## src/rtl/uart_tx_fifo.sv

```systemverilog
// Byte FIFO in front of the UART transmitter: buffers host writes and launches
// one byte at a time into the transmitter, pacing on its busy flag.
module uart_tx_fifo #(
    parameter int DEPTH        = 16,
    parameter int ADDR_W       = 4,
    parameter int BUSY_TIMEOUT = 8
) (
    input  logic              clk_50m,
    input  logic              rst,
    input  logic [7:0]        wr_data,
    input  logic              wr_valid,
    output logic              wr_ready,
    input  logic              flush,
    output logic              full,
    output logic              empty,
    output logic [ADDR_W:0]   count,
    output logic              overflow,
    output logic [7:0]        uart_din,
    output logic              uart_wr_en,
    input  logic              uart_tx_busy
);

    localparam int                TMO_W    = (BUSY_TIMEOUT > 1) ? $clog2(BUSY_TIMEOUT) : 1;
    localparam logic [ADDR_W:0]   CNT_FULL = (ADDR_W + 1)'(DEPTH);
    localparam logic [ADDR_W:0]   CNT_ONE  = (ADDR_W + 1)'(1);
    localparam logic [ADDR_W-1:0] PTR_ONE  = ADDR_W'(1);
    localparam logic [TMO_W-1:0]  TMO_LAST = TMO_W'(BUSY_TIMEOUT - 1);
    localparam logic [TMO_W-1:0]  TMO_ONE  = TMO_W'(1);

    typedef enum logic [1:0] {
        IDLE,
        WAIT_BUSY,
        WAIT_DONE
    } state_t;

    state_t            state_q;
    state_t            state_d;
    logic [TMO_W-1:0]  tmo_q;
    logic [TMO_W-1:0]  tmo_d;

    logic [7:0]        mem [DEPTH];
    logic [ADDR_W-1:0] wr_ptr_q;
    logic [ADDR_W-1:0] rd_ptr_q;
    logic [ADDR_W:0]   count_d;
    logic              push;
    logic              pop;

    // Full/empty come from the occupancy count so pointer equality never has to be disambiguated.
    assign full     = (count == CNT_FULL);
    assign empty    = (count == '0);
    assign wr_ready = ~full;

    assign push = wr_valid & ~full & ~flush;

    always_comb begin
        state_d = state_q;
        tmo_d   = tmo_q;
        pop     = 1'b0;
        unique case (state_q)
            IDLE: begin
                if (!empty && !uart_tx_busy && !flush) begin
                    pop     = 1'b1;
                    tmo_d   = '0;
                    state_d = WAIT_BUSY;
                end
            end
            WAIT_BUSY: begin
                // A transmitter that never raises busy is assumed to have taken the byte.
                if (uart_tx_busy) begin
                    state_d = WAIT_DONE;
                end else if (tmo_q == TMO_LAST) begin
                    state_d = IDLE;
                end else begin
                    tmo_d = tmo_q + TMO_ONE;
                end
            end
            WAIT_DONE: begin
                if (!uart_tx_busy) begin
                    state_d = IDLE;
                end
            end
            default: begin
                state_d = IDLE;
            end
        endcase
    end

    always_ff @(posedge clk_50m or negedge rst) begin
        if (!rst) begin
            state_q <= IDLE;
            tmo_q   <= '0;
        end else begin
            state_q <= state_d;
            tmo_q   <= tmo_d;
        end
    end

    always_comb begin
        count_d = count;
        if (push && !pop) begin
            count_d = count + CNT_ONE;
        end else if (!push && pop) begin
            count_d = count - CNT_ONE;
        end
    end

    always_ff @(posedge clk_50m or negedge rst) begin
        if (!rst) begin
            wr_ptr_q   <= '0;
            rd_ptr_q   <= '0;
            count      <= '0;
            overflow   <= 1'b0;
            uart_din   <= '0;
            uart_wr_en <= 1'b0;
        end else begin
            uart_wr_en <= pop;
            if (pop) begin
                uart_din <= mem[rd_ptr_q];
            end
            // Flush empties the queue only; a byte already launched is left to finish.
            if (flush) begin
                wr_ptr_q <= '0;
                rd_ptr_q <= '0;
                count    <= '0;
                overflow <= 1'b0;
            end else begin
                if (push) begin
                    wr_ptr_q <= wr_ptr_q + PTR_ONE;
                end
                if (pop) begin
                    rd_ptr_q <= rd_ptr_q + PTR_ONE;
                end
                count <= count_d;
                if (wr_valid && full) begin
                    overflow <= 1'b1;
                end
            end
        end
    end

    always_ff @(posedge clk_50m) begin
        if (push) begin
            mem[wr_ptr_q] <= wr_data;
        end
    end

endmodule
```

## config.mk

```make
export PLATFORM = sky130hd
export DESIGN_NAME = uart_tx_fifo
export DESIGN_NICKNAME = d
export VERILOG_FILES = /design/src/rtl/uart_tx_fifo.sv
export SDC_FILE = /design/constraint.sdc
export NUM_CORES = 1
export LEC_CHECK = 0
export BUFFER_PORTS_ARGS = -buffer_cell sky130_fd_sc_hd__clkbuf_2
export CAP_MARGIN = 10
export CORE_ASPECT_RATIO = 0.75
export CORE_MARGIN = 4
export CORE_UTILIZATION = 57
export CTS_BUF_LIST = sky130_fd_sc_hd__clkbuf_4
export DETAILED_ROUTE_END_ITERATION = 10
export GPL_ROUTABILITY_DRIVEN = 1
export PLACE_DENSITY = 0.78
export REMOVE_ABC_BUFFERS = 1
export SETUP_SLACK_MARGIN = 0.3
export SYNTH_ARGS = -nofsm -noshare
export SYNTH_HDL_FRONTEND = slang
export SYNTH_SLANG_ARGS = --single-unit
```

## constraint.sdc

```tcl
create_clock -name clk_50m -period 3.2 [get_ports clk_50m]
set_input_delay 0.32 -clock clk_50m [delete_from_list [all_inputs] [get_ports clk_50m]]
set_output_delay 0.32 -clock clk_50m [all_outputs]
set_load 0.1 [all_outputs]
```

==> out/results.tsv, run 1 <==
metric	value	unit
fmax	0.351	GHz
clock_skew	21.9	ps
overflow	0	
row_count	33	
drt.antenna.violating_nets	0	
h-tree-depth	4	
syn2layout_area_growth	10.4	%
final_cell_mix	128 x edfxtp_1, 32 x mux4_2, 30 x clkbuf_2, 28 x nor2_1, 25 x dfrtp_1	
yosys.area_share.simple	4.44	%
ys_seq_area_share	71.3	%
fp.dieArea	13000	µm²
drive_gt1_share	29.9	%
min_period_over_period	88.9	%
placed_area	6670	µm²
start_util	58.2	%
io_pins	31	
final_util	64.3	%
status	finished clean	
place_congestion	0.772	
clock_latency	540	ps
regArea	4550	µm²
post-route-min-period	2850	ps
crit_fanout	5	
synth-compound-area-share	4.56	%
mostFrequentLayoutCell	edfxtp_1	
cp-start-kind	flop	
slew_headroom	37.4	%
grt_max_degree	29	
antenna_cells	0	
drcViolationCount	0	
synth.mux.area_fraction	13.9	%
cts_root_buffer	clkbuf_4	
reg2regPathDepth	8	
core	10900	µm²
yosys.area_share.xor_xnor	1.53	%
die_h	99.6	µm
p_leak	2.43	nW
maxCapViolations	0	
grt_pass1_wl	19100	µm
cts_tree	done	
cts_max_path_buffers	2	
firstDrtPassIters	5	
fillers	729	
via_per_inst	6.17	
grt_pass1_vias	3394	
r2r_start	count[0]$_DFFE_PN0P_	
min_path_type	in -> reg	
wl_per_cell	22.4	µm
grt_util_met3	5.85	%
regToRegSetupSlack	350	ps
arrival	3330	ps
worst_slew_pin_slew	935	ps
hold_viol	0	
yosysUniqueCellTypes	41	
yosysWarnings	0	
syn_avg_cell_area	18.0	µm²
grtUsageTotal	20.3	%
ir_drop	370	µV
stdcell_area	7040	µm²
cts_buffers	17	
r2r_end	count[4]$_DFFE_PN0P_	
nets	424	
synth_adder_area_share	2.47	%
die_width	130	µm
via_count	3401	
met1_usage	29.1	%
grtUsageMet2	31.6	%
setup_viol	0	
synth_seq_cells	156	
rsz0062_at_grt	no	
port_buffers	30	
grt-busiest-layer	met2	
netlist_area	6370	µm²
dp_hpwl	7930	µm
path_clk_slew	140	ps
drt-total-wl	12300	µm
cp-end-kind	flop	
synthCells	354	
slew_viol_final	0	
critPathRequiredTime	3680	ps
critical_path_class	reg -> reg	
synth_top_family_by_area	multiplexers	
power.density	762	nW/µm²
clock-sinks	156	
antenna_found_initial	0	
cp-endpoint	count[4]$_DFFE_PN0P_	
crit_path_start	count[0]$_DFFE_PN0P_	
drt-initial-drc-count	299	
multi_input_area	1730	µm²
worst min path at each step:
stage	start	endpoint	slack, ps	cells after the start
floorplan	rst	count[0]$_DFFE_PN0P_	20	0
global placement	rst	count[0]$_DFFE_PN0P_	400	1
detailed placement	rst	count[0]$_DFFE_PN0P_	410	1
CTS	uart_tx_busy	state_q[1]$_DFFE_PN0P_	4	2
global route	wr_valid	overflow$_DFFE_PN0P_	50	3
finish	wr_valid	overflow$_DFFE_PN0P_	80	3
critical path, cell delays in order (launching register included):
cell and delay, ps:
dfrtp_2 460, or4_4 600, o21ai_4 200, nand3_4 130, fa_1 420, a21o_1 200, a21o_1 180, or4b_1 480
nand4_1 110
layout make-up:
type	count	share of cell area [%]
inverters	8	0.427
well taps	140	2.49
repair buffers	45	3.98
flip-flops and latches	156	64.6
clock buffers	18	1.92
clock inverters	13	2.03
multi-input cells	171	24.5
metal layers:
metal	vias to the layer above	wire length (µm)
met5	-	0
met1	1760	5240
li1	1488	-
met3	8	801
met4	0	68
met2	145	6230
power by group:
part           internal [mW]  switching [mW]  leakage [nW]
registers               2.34           0.157          1.51
clock network          0.472           0.695         0.134
logic                  0.525            1.18         0.791
total                   3.33            2.03          2.43
Yosys cell counts:
cell       count  area share [%]
o21ai_0        2            0.16
dfrtp_1       28              11
inv_1          8            0.47
o2111ai_1      2            0.27
clkbuf_1      10            0.59
xor2_1         6            0.82
or4b_2         1            0.16
and3_1         3            0.29
mux2i_1        6            0.94
xnor2_1        2            0.27
mux2_2         8             1.4
a21o_1         2            0.24
nor2_1        28             1.6
buf_2          4            0.31
or3_1          2            0.20
xor2_4         1            0.43
nor3_2         1            0.16
o211a_1        1            0.16
nand4_1        2            0.20
mux4_2        32              11
nand2_1       11            0.65
nand2b_1       1           0.098
a2111o_1       1            0.18
ha_1          11             2.2
a21boi_1       1            0.12
or2_2          1           0.098
nor4_1         1           0.098
o21ai_4        1            0.26
and2_1         1           0.098
o211ai_1       4            0.47
o22ai_1       18             1.8
nand3_1        4            0.31
mux2_4         1            0.24
fa_1           1            0.31
nor2b_1        1           0.098
edfxtp_1     128              60
a21oi_1       12            0.94
or4_4          1            0.18
buf_6          1            0.18
buf_1          4            0.24
or4b_1         1            0.16
state kept, by name (all words and copies together) (netlist names):
name and count:
count 5, mem 128, overflow 1, rd_ptr_q 4, state_q 2, tmo_q 3, uart_din 8, uart_wr_en 1
wr_ptr_q 4
what timing repair did:
action                                 CTS  global route
setup endpoints to repair                1             1
hold buffers                             1             1
setup buffers                            0             8
gates resized for setup                  1             3
pin swaps                                0             1
endpoints found under the hold margin   28             1
metrics by stage:
step	std cells	setup WS (ps)	hold slack [ps]	TNS, ps	total power, mW
2_1_floorplan	335	-479	24.4	-668	3.79
3_3_place_gp	510	358	398	0	4.12
3_5_place_dp	510	264	406	0	4.17
4_1_cts	542	303	4.46	0	5.32
5_1_grt	551	290	45.8	0	5.61
6_report	551	354	82.0	0	5.37
cell families after synthesis:
kind of cell             count (synthesis)
multiplexers                            47
AND/OR/NAND/NOR                         59
buffers and inverters                   27
AO/OA/AOI/OAI                           44
adder cells (fa/ha/maj)                 12
flip-flops                             156
XOR/XNOR                                 9
Power figures use the tool's default switching activity.
==> run 2, diff against run 1 <==
==> constraint.sdc (replaced) <==
create_clock -name clk_50m -period 3.2 [get_ports clk_50m]
set_input_delay 0.48 -clock clk_50m [delete_from_list [all_inputs] [get_ports clk_50m]]
set_output_delay 0.48 -clock clk_50m [all_outputs]
set_load 0.1 [all_outputs]
==> run 2 against run 1 <==
Total power shrank 1.5%. Combinational power down 4%. Utilization is 0.33 points lower. Clock skew grew 1.0 ps. Setup slack gained 110 ps. Clock-buffer cell count did not move. Highest routed layer unchanged.
==> out/results.tsv, run 2 (synthesized netlist as in run 1, its figures left out) <==
metric	value	unit	change
min_path_type	in -> reg		
status	finished clean		
path_clk_slew	140	ps	about the same
critical_path_class	reg -> reg		
antenna_cells	0		unchanged
largest_register_ffs	128		unchanged
power_frac_seq	47.3	%	+0.8 points
drt-initial-drc-count	281		-6.0%
slew_headroom	37.5	%	about the same
power_frac_clock	21.6	%	-0.2 points
setup_viol	0		unchanged
port_buffers	30		unchanged
grtUsageTotal	20.0	%	-0.37 points
wl_met3	658	µm	-18%
crit_family	simple AND/OR/NAND/NOR gates		
max_stage_delay	570	ps	-30 ps
placed_area	6690	µm²	+0.30%
crit_fanout	6		+1
cts_root_buffer	clkbuf_4		
h-tree-depth	4		unchanged
final_cell_mix	128 x edfxtp_1, 32 x mux4_2, 30 x clkbuf_2, 28 x nor2_1, 25 x dfrtp_1		
grt_pass1_vias	3323		-2.1%
top_regs	mem x128, uart_din x8, count x5		
path_buf_inv	0		unchanged
firstDrtPassIters	5		unchanged
critPathRequiredTime	3690	ps	about the same
drt.antenna.violating_nets	0		unchanged
clock-sinks	156		unchanged
start_util	58.2	%	unchanged
grt_max_degree	29		unchanged
p_sw	2.05	mW	+0.75%
path_common_cell	a21o_1		
nets	419		-1.2%
hold_viol	0		unchanged
arrival	3220	ps	-110 ps
stdcell_area	7000	µm²	-0.52%
core	10900	µm²	unchanged
ir_drop	400	µV	+8.2%
cts_buffers	17		unchanged
grt_pass1_wl	18700	µm	-2.2%
met1_length	5400	µm	+2.9%
power.internal	3.24	mW	-2.8%
via_count	3328		-2.1%
regMostFlops	mem		
finalPower	5.29	mW	-1.5%
worst_slew_pin_slew	934	ps	-0.465 ps
highest_layer	met4		
drcViolationCount	0		unchanged
hold_depth	2		-1
antenna_found_initial	0		unchanged
critPathSlowestCell	or4_4		
die_h	99.6	µm	unchanged
drive_gt1_share	30.2	%	+0.29 points
holdPathEnd	state_q[1]$_DFFE_PN0P_		
drt-total-wl	12000	µm	-2.9%
dp_hpwl	7660	µm	-3.4%
hold_start	uart_tx_busy		
row_count	33		unchanged
fmax	0.366	GHz	+4.1%
maxCapViolations	0		unchanged
power.density	755	nW/µm²	-0.96%
crit_path_start	count[0]$_DFFE_PN0P_		
multi_input_area	1720	µm²	-0.29%
r2r_start	count[0]$_DFFE_PN0P_		
min_period_over_period	85.4	%	-3.5 points
regToRegSetupSlack	470	ps	+110 ps
clock_skew	22.9	ps	+1.02 ps
fillers	722		-0.96%
regArea	4550	µm²	unchanged
syn2layout_area_growth	9.88	%	
dr_wl_met2	5760	µm	-7.5%
cp-start-kind	flop		
fp.dieArea	13000	µm²	unchanged
post-route-min-period	2730	ps	-112 ps
overflow	0		unchanged
io_pins	31		unchanged
r2r_end	count[4]$_DFFE_PN0P_		
via_per_inst	6.08		-1.4%
cp_cell_sequence	or4_4 -> o21ai_4 -> nand3_2 -> fa_2 -> a21o_1 -> a21o_1 -> or4b_1 -> nand4_1		
wl_per_cell	21.9	µm	-2.2%
reg2regPathDepth	8		unchanged
cp-end-kind	flop		
mostFrequentLayoutCell	edfxtp_1		
p_sw_share	38.7	%	+0.86 points
die_width	130	µm	unchanged
slew_viol_final	0		unchanged
p_leak	2.41	nW	-0.69%
cts_max_path_buffers	2		unchanged
clock_latency	550	ps	about the same
place_congestion	0.783		+1.5%
p_comb_share	31.1	%	-0.7 points
rsz0062_at_grt	no		
cts_tree	done		
run 2: layout make-up:
class	instances	share of cell area [%]
clock buffer	18	1.93
inverter	8	0.429
sequential	156	65.0
tap	140	2.50
timing repair buffer	40	3.61
multi-input combinational	171	24.6
clock inverter	14	1.98
run 2: worst max-delay path by stage:
stage	endpoint	slack [ps]	depth (start not counted)
final	count[4]$_DFFE_PN0P_	470	8
after floorplan	count[4]$_DFFE_PN0P_	-480	8
after global placement	count[4]$_DFFE_PN0P_	340	8
after global routing	count[4]$_DFFE_PN0P_	350	8
after CTS	count[4]$_DFFE_PN0P_	320	8
after detailed placement	count[4]$_DFFE_PN0P_	280	8
run 2: through the flow:
step	hold WS (ps)	utilization (%)	std cells	TNS (ps)	setup slack [ps]
after detailed placement	485	61.1	511	0	281
after CTS	154	63.7	544	0	316
after global placement	474	61.1	511	0	344
after floorplan	184	-	335	-899	-479
final	187	64.0	547	0	466
after global routing	179	64.0	547	0	349
run 2: routing by layer:
metal | GRT usage (%) | up-vias
met3 | 5.15 | 17
li1 | - | 1479
met4 | 5.83 | 0
met1 | 29.6 | 1724
met5 | 0 | -
met2 | 29.8 | 108
run 2: what timing repair did:
action,CTS,global route
buffers inserted,0,3
hold endpoints to repair,28,0
gates resized for setup,1,3
pin swaps,0,1
endpoints found under the setup margin,1,1
hold buffers,1,0
gates cloned,0,0
run 2: power by group through the flow:
stage / sequential [mW] / clock, mW / combinational [mW]
6_report: 2.50 / 1.14 / 1.65
5_1_grt: 2.52 / 1.25 / 1.76
3_5_place_dp: 2.55 / 0 / 1.61
3_3_place_gp: 2.54 / 0 / 1.58
2_1_floorplan: 3.05 / 0 / 0.735
4_1_cts: 2.50 / 1.16 / 1.62
==> run 3, diff against run 2 <==
- ABC_AREA: unset -> 1
- CTS_CLUSTER_SIZE: unset -> 30
- RECOVER_POWER: unset -> 100
==> run 3 against run 2 <==
The flow now finishes with violations (capacitance limit, slew limit). Clock skew is 9.9 ps lower. Wire length is 26% higher. Cell count is 56% higher. Synthesized area is 6.4% higher. Maximum frequency is 3.8% higher. Clock-buffer cell count is 2 higher. Sequential cell count stayed put. Clock power is 5% higher. Sequential power is 3% lower. Setup slack better by 99 ps. Register-to-register slack better by 190 ps. Critical path type is now reg -> out.
==> out/results.tsv, run 3 <==
metric	value	unit	change
reg2regPathDepth	13		+5
antenna_cells	0		unchanged
hold_start	uart_tx_busy		
drt.antenna.violating_nets	0		unchanged
grt_max_degree	67		+130%
grtUsageTotal	23.0	%	+3.0 points
synthCells	654		+85%
cp_cell_sequence	nor2_1 -> nand3_1 -> clkbuf_1		
firstDrtPassIters	5		unchanged
ir_drop	491	µV	+23%
hold_viol	0		unchanged
cp-end-kind	output port		
overflow	0		unchanged
synthMostInstantiatedCell	nand2_1		
r2r_start	count[1]$_DFFE_PN0P_		
mostFrequentLayoutCell	nand2_1		
status	complete, but fails checks		
final_util	62.5	%	-1.5 points
die_h	102	µm	+2.9%
synth_seq_cells	156		unchanged
netlist_area	6780	µm²	+6.4%
drt-initial-drc-count	546		+94%
top_regs	mem x128, uart_din x8, count x5		
arrival	2150	ps	-1070 ps
synth_commonest_cells	246 x nand2_1, 128 x edfxtp_1, 75 x nand3_1		
setup_viol	0		unchanged
power.density	774	nW/µm²	+2.6%
clock_latency	530	ps	-20 ps
ys_seq_area_share	67.0	%	-4.3 points
yosysWarnings	0		unchanged
path_clk_slew	130	ps	about the same
critical_path_class	reg -> out		
h-tree-depth	4		unchanged
final_cell_mix	248 x nand2_1, 128 x edfxtp_1, 75 x nand3_1, 58 x nor2_1, 31 x inv_1		
grt_util_met3	5.51	%	+0.36 points
rsz0062_at_grt	no		
final_cells	856		+56%
fp.dieArea	13700	µm²	+6.0%
drive_gt1_share	7.20	%	-23 points
port_buffers	30		unchanged
p_leak	2.97	nW	+23%
syn_avg_cell_area	10.4	µm²	-42%
wl_per_cell	17.6	µm	-20%
start_util	58.4	%	+0.16 points
largest_register_ffs	128		unchanged
grt_pass1_vias	4244		+28%
place_ws	634	ps	+353 ps
fmax	0.380	GHz	+3.8%
cts_buffers	17		unchanged
drt-total-wl	15100	µm	+26%
cts_max_path_buffers	2		unchanged
io_pins	31		unchanged
regMostFlops	mem		
violations	capacitance limit, slew limit		
worst_slack	566	ps	+99.3 ps
place_congestion	0.825		+5.4%
cts_setup_buffers	0		unchanged
syn2layout_area_growth	6.97	%	
synth_top_cell_by_area	edfxtp_1		
yosys-top-cells-area	edfxtp_1 57%, nand2_1 14%, dfrtp_1 10%		
clock_skew	13.1	ps	-9.86 ps
nets	706		+68%
crit_path_start	count[0]$_DFFE_PN0P_		
hold_depth	3		+1
crit_fanout	6		unchanged
slew_viol_final	29		+29
whs	178	ps	-8.54 ps
max_stage_delay	890	ps	+320 ps
grt_pass1_wl	23300	µm	+24%
yosysUniqueCellTypes	29		-29%
drcViolationCount	0		unchanged
post-route-min-period	2630	ps	-99.3 ps
via_per_inst	5.39		-11%
worst_slew_pin_slew	1570	ps	+635 ps
core	11600	µm²	+6.1%
grtUsageMet2	34.5	%	+4.7 points
met1_usage	34.2	%	+4.6 points
multi_input_area	1910	µm²	+11%
placed_cells	823		+61%
fillers	948		+31%
antenna_found_initial	0		unchanged
cts_tree	done		
clock-sinks	156		unchanged
critPathSlowestCell	clkbuf_1		
min_path_type	in -> reg		
dp_hpwl	9820	µm	+28%
via_count	4611		+39%
maxCapViolations	1		+1
min_period_over_period	82.3	%	-3.1 points
die_width	134	µm	+3.0%
slew_headroom	-4.61	%	-42 points
synth_top_cell_area_share	56.7	%	-3.6 points
grt-busiest-layer	met2		
synth_edf_count	128		unchanged
regArea	4550	µm²	about the same
cp-start-kind	flop		
critPathRequiredTime	2720	ps	-970 ps
cts_root_buffer	clkbuf_4		
async_flop_share	17.9	%	unchanged
row_count	34		+3.0%
synthFlopType	edfxtp_1		
-- run 3: cell count changes in the layout (fill, tap and decap cells not counted), moves of 8 or more --
| cell | before | now |
|---|---|---|
| nor2_1 | 28 | 58 |
| clkbuf_2 | 30 | 6 |
| o21ai_0 | 2 | 23 |
| inv_1 | 8 | 31 |
| nand3_1 | 3 | 75 |
| o22ai_1 | 18 | 0 |
| mux4_2 | 32 | 0 |
| clkbuf_1 | 0 | 25 |
| nand2_1 | 11 | 248 |
| mux2_2 | 8 | 0 |
-- run 3: logic make-up after synthesis --
family,share of synthesized area [%]
AO/OA/AOI/OAI,2.49
XOR/XNOR,0.258
adder cells (fa/ha/maj),2.32
buffers and inverters,4.57
flip-flops,67.0
AND/OR/NAND/NOR,23.4
-- run 3: layout make-up --
cell class	instances	share of cell area, %
multi-input combinational	433	26.4
tap	162	2.79
clock inverter	12	1.91
inverter	37	1.93
clock buffer	20	2.07
timing repair buffer	36	2.26
sequential	156	62.6
-- run 3: path summary, 6_finish.rpt --
path / end / slack (ps)
max in group asynchronous: rd_ptr_q[0]$_DFFE_PN0P_ / 1330
min in group asynchronous: uart_wr_en$_DFF_PN0_ / 850
hold reg to reg: state_q[1]$_DFFE_PN0P_ / 450
hold / removal: state_q[1]$_DFFE_PN0P_ / 180
setup / recovery: wr_ready / 570
setup reg to reg: count[4]$_DFFE_PN0P_ / 660
-- run 3: timing repair --
action,in CTS,in global routing
gates resized for setup,0,0
hold buffers,1,0
hold endpoints to repair,28,0
-- run 3: worst max-delay path: cells and delay by family, from the launching register on --
kind | cells | cell delay [ps]
buffers and inverters | 1 | 890
flip-flops | 1 | 490
AND/OR/NAND/NOR | 2 | 240
-- run 3: per-layer routing --
layer / part of all wire (%) / vias to the layer above
met5: 0 / -
met4: 1.4 / 0
met3: 8.0 / 22
met2: 46 / 193
met1: 45 / 2170
li1: - / 2226
-- run 3: report_power, final --
part / leakage, nW / switching [mW] / total, mW / internal (mW)
combinational: 1.29 / 1.59 / 2.00 / 0.406
sequential: 1.52 / 0.0963 / 2.42 / 2.32
clock: 0.162 / 0.698 / 1.20 / 0.499
total: 2.97 / 2.39 / 5.62 / 3.23
-- run 3: metrics by stage --
stage	TNS (ps)	power (mW)	cell area, µm²
6_report	0	5.62	7260
2_1_floorplan	-1230	3.96	6620
3_3_place_gp	0	4.42	7010
3_5_place_dp	0	4.48	7010
5_1_grt	0	5.92	7260
4_1_cts	0	5.65	7310
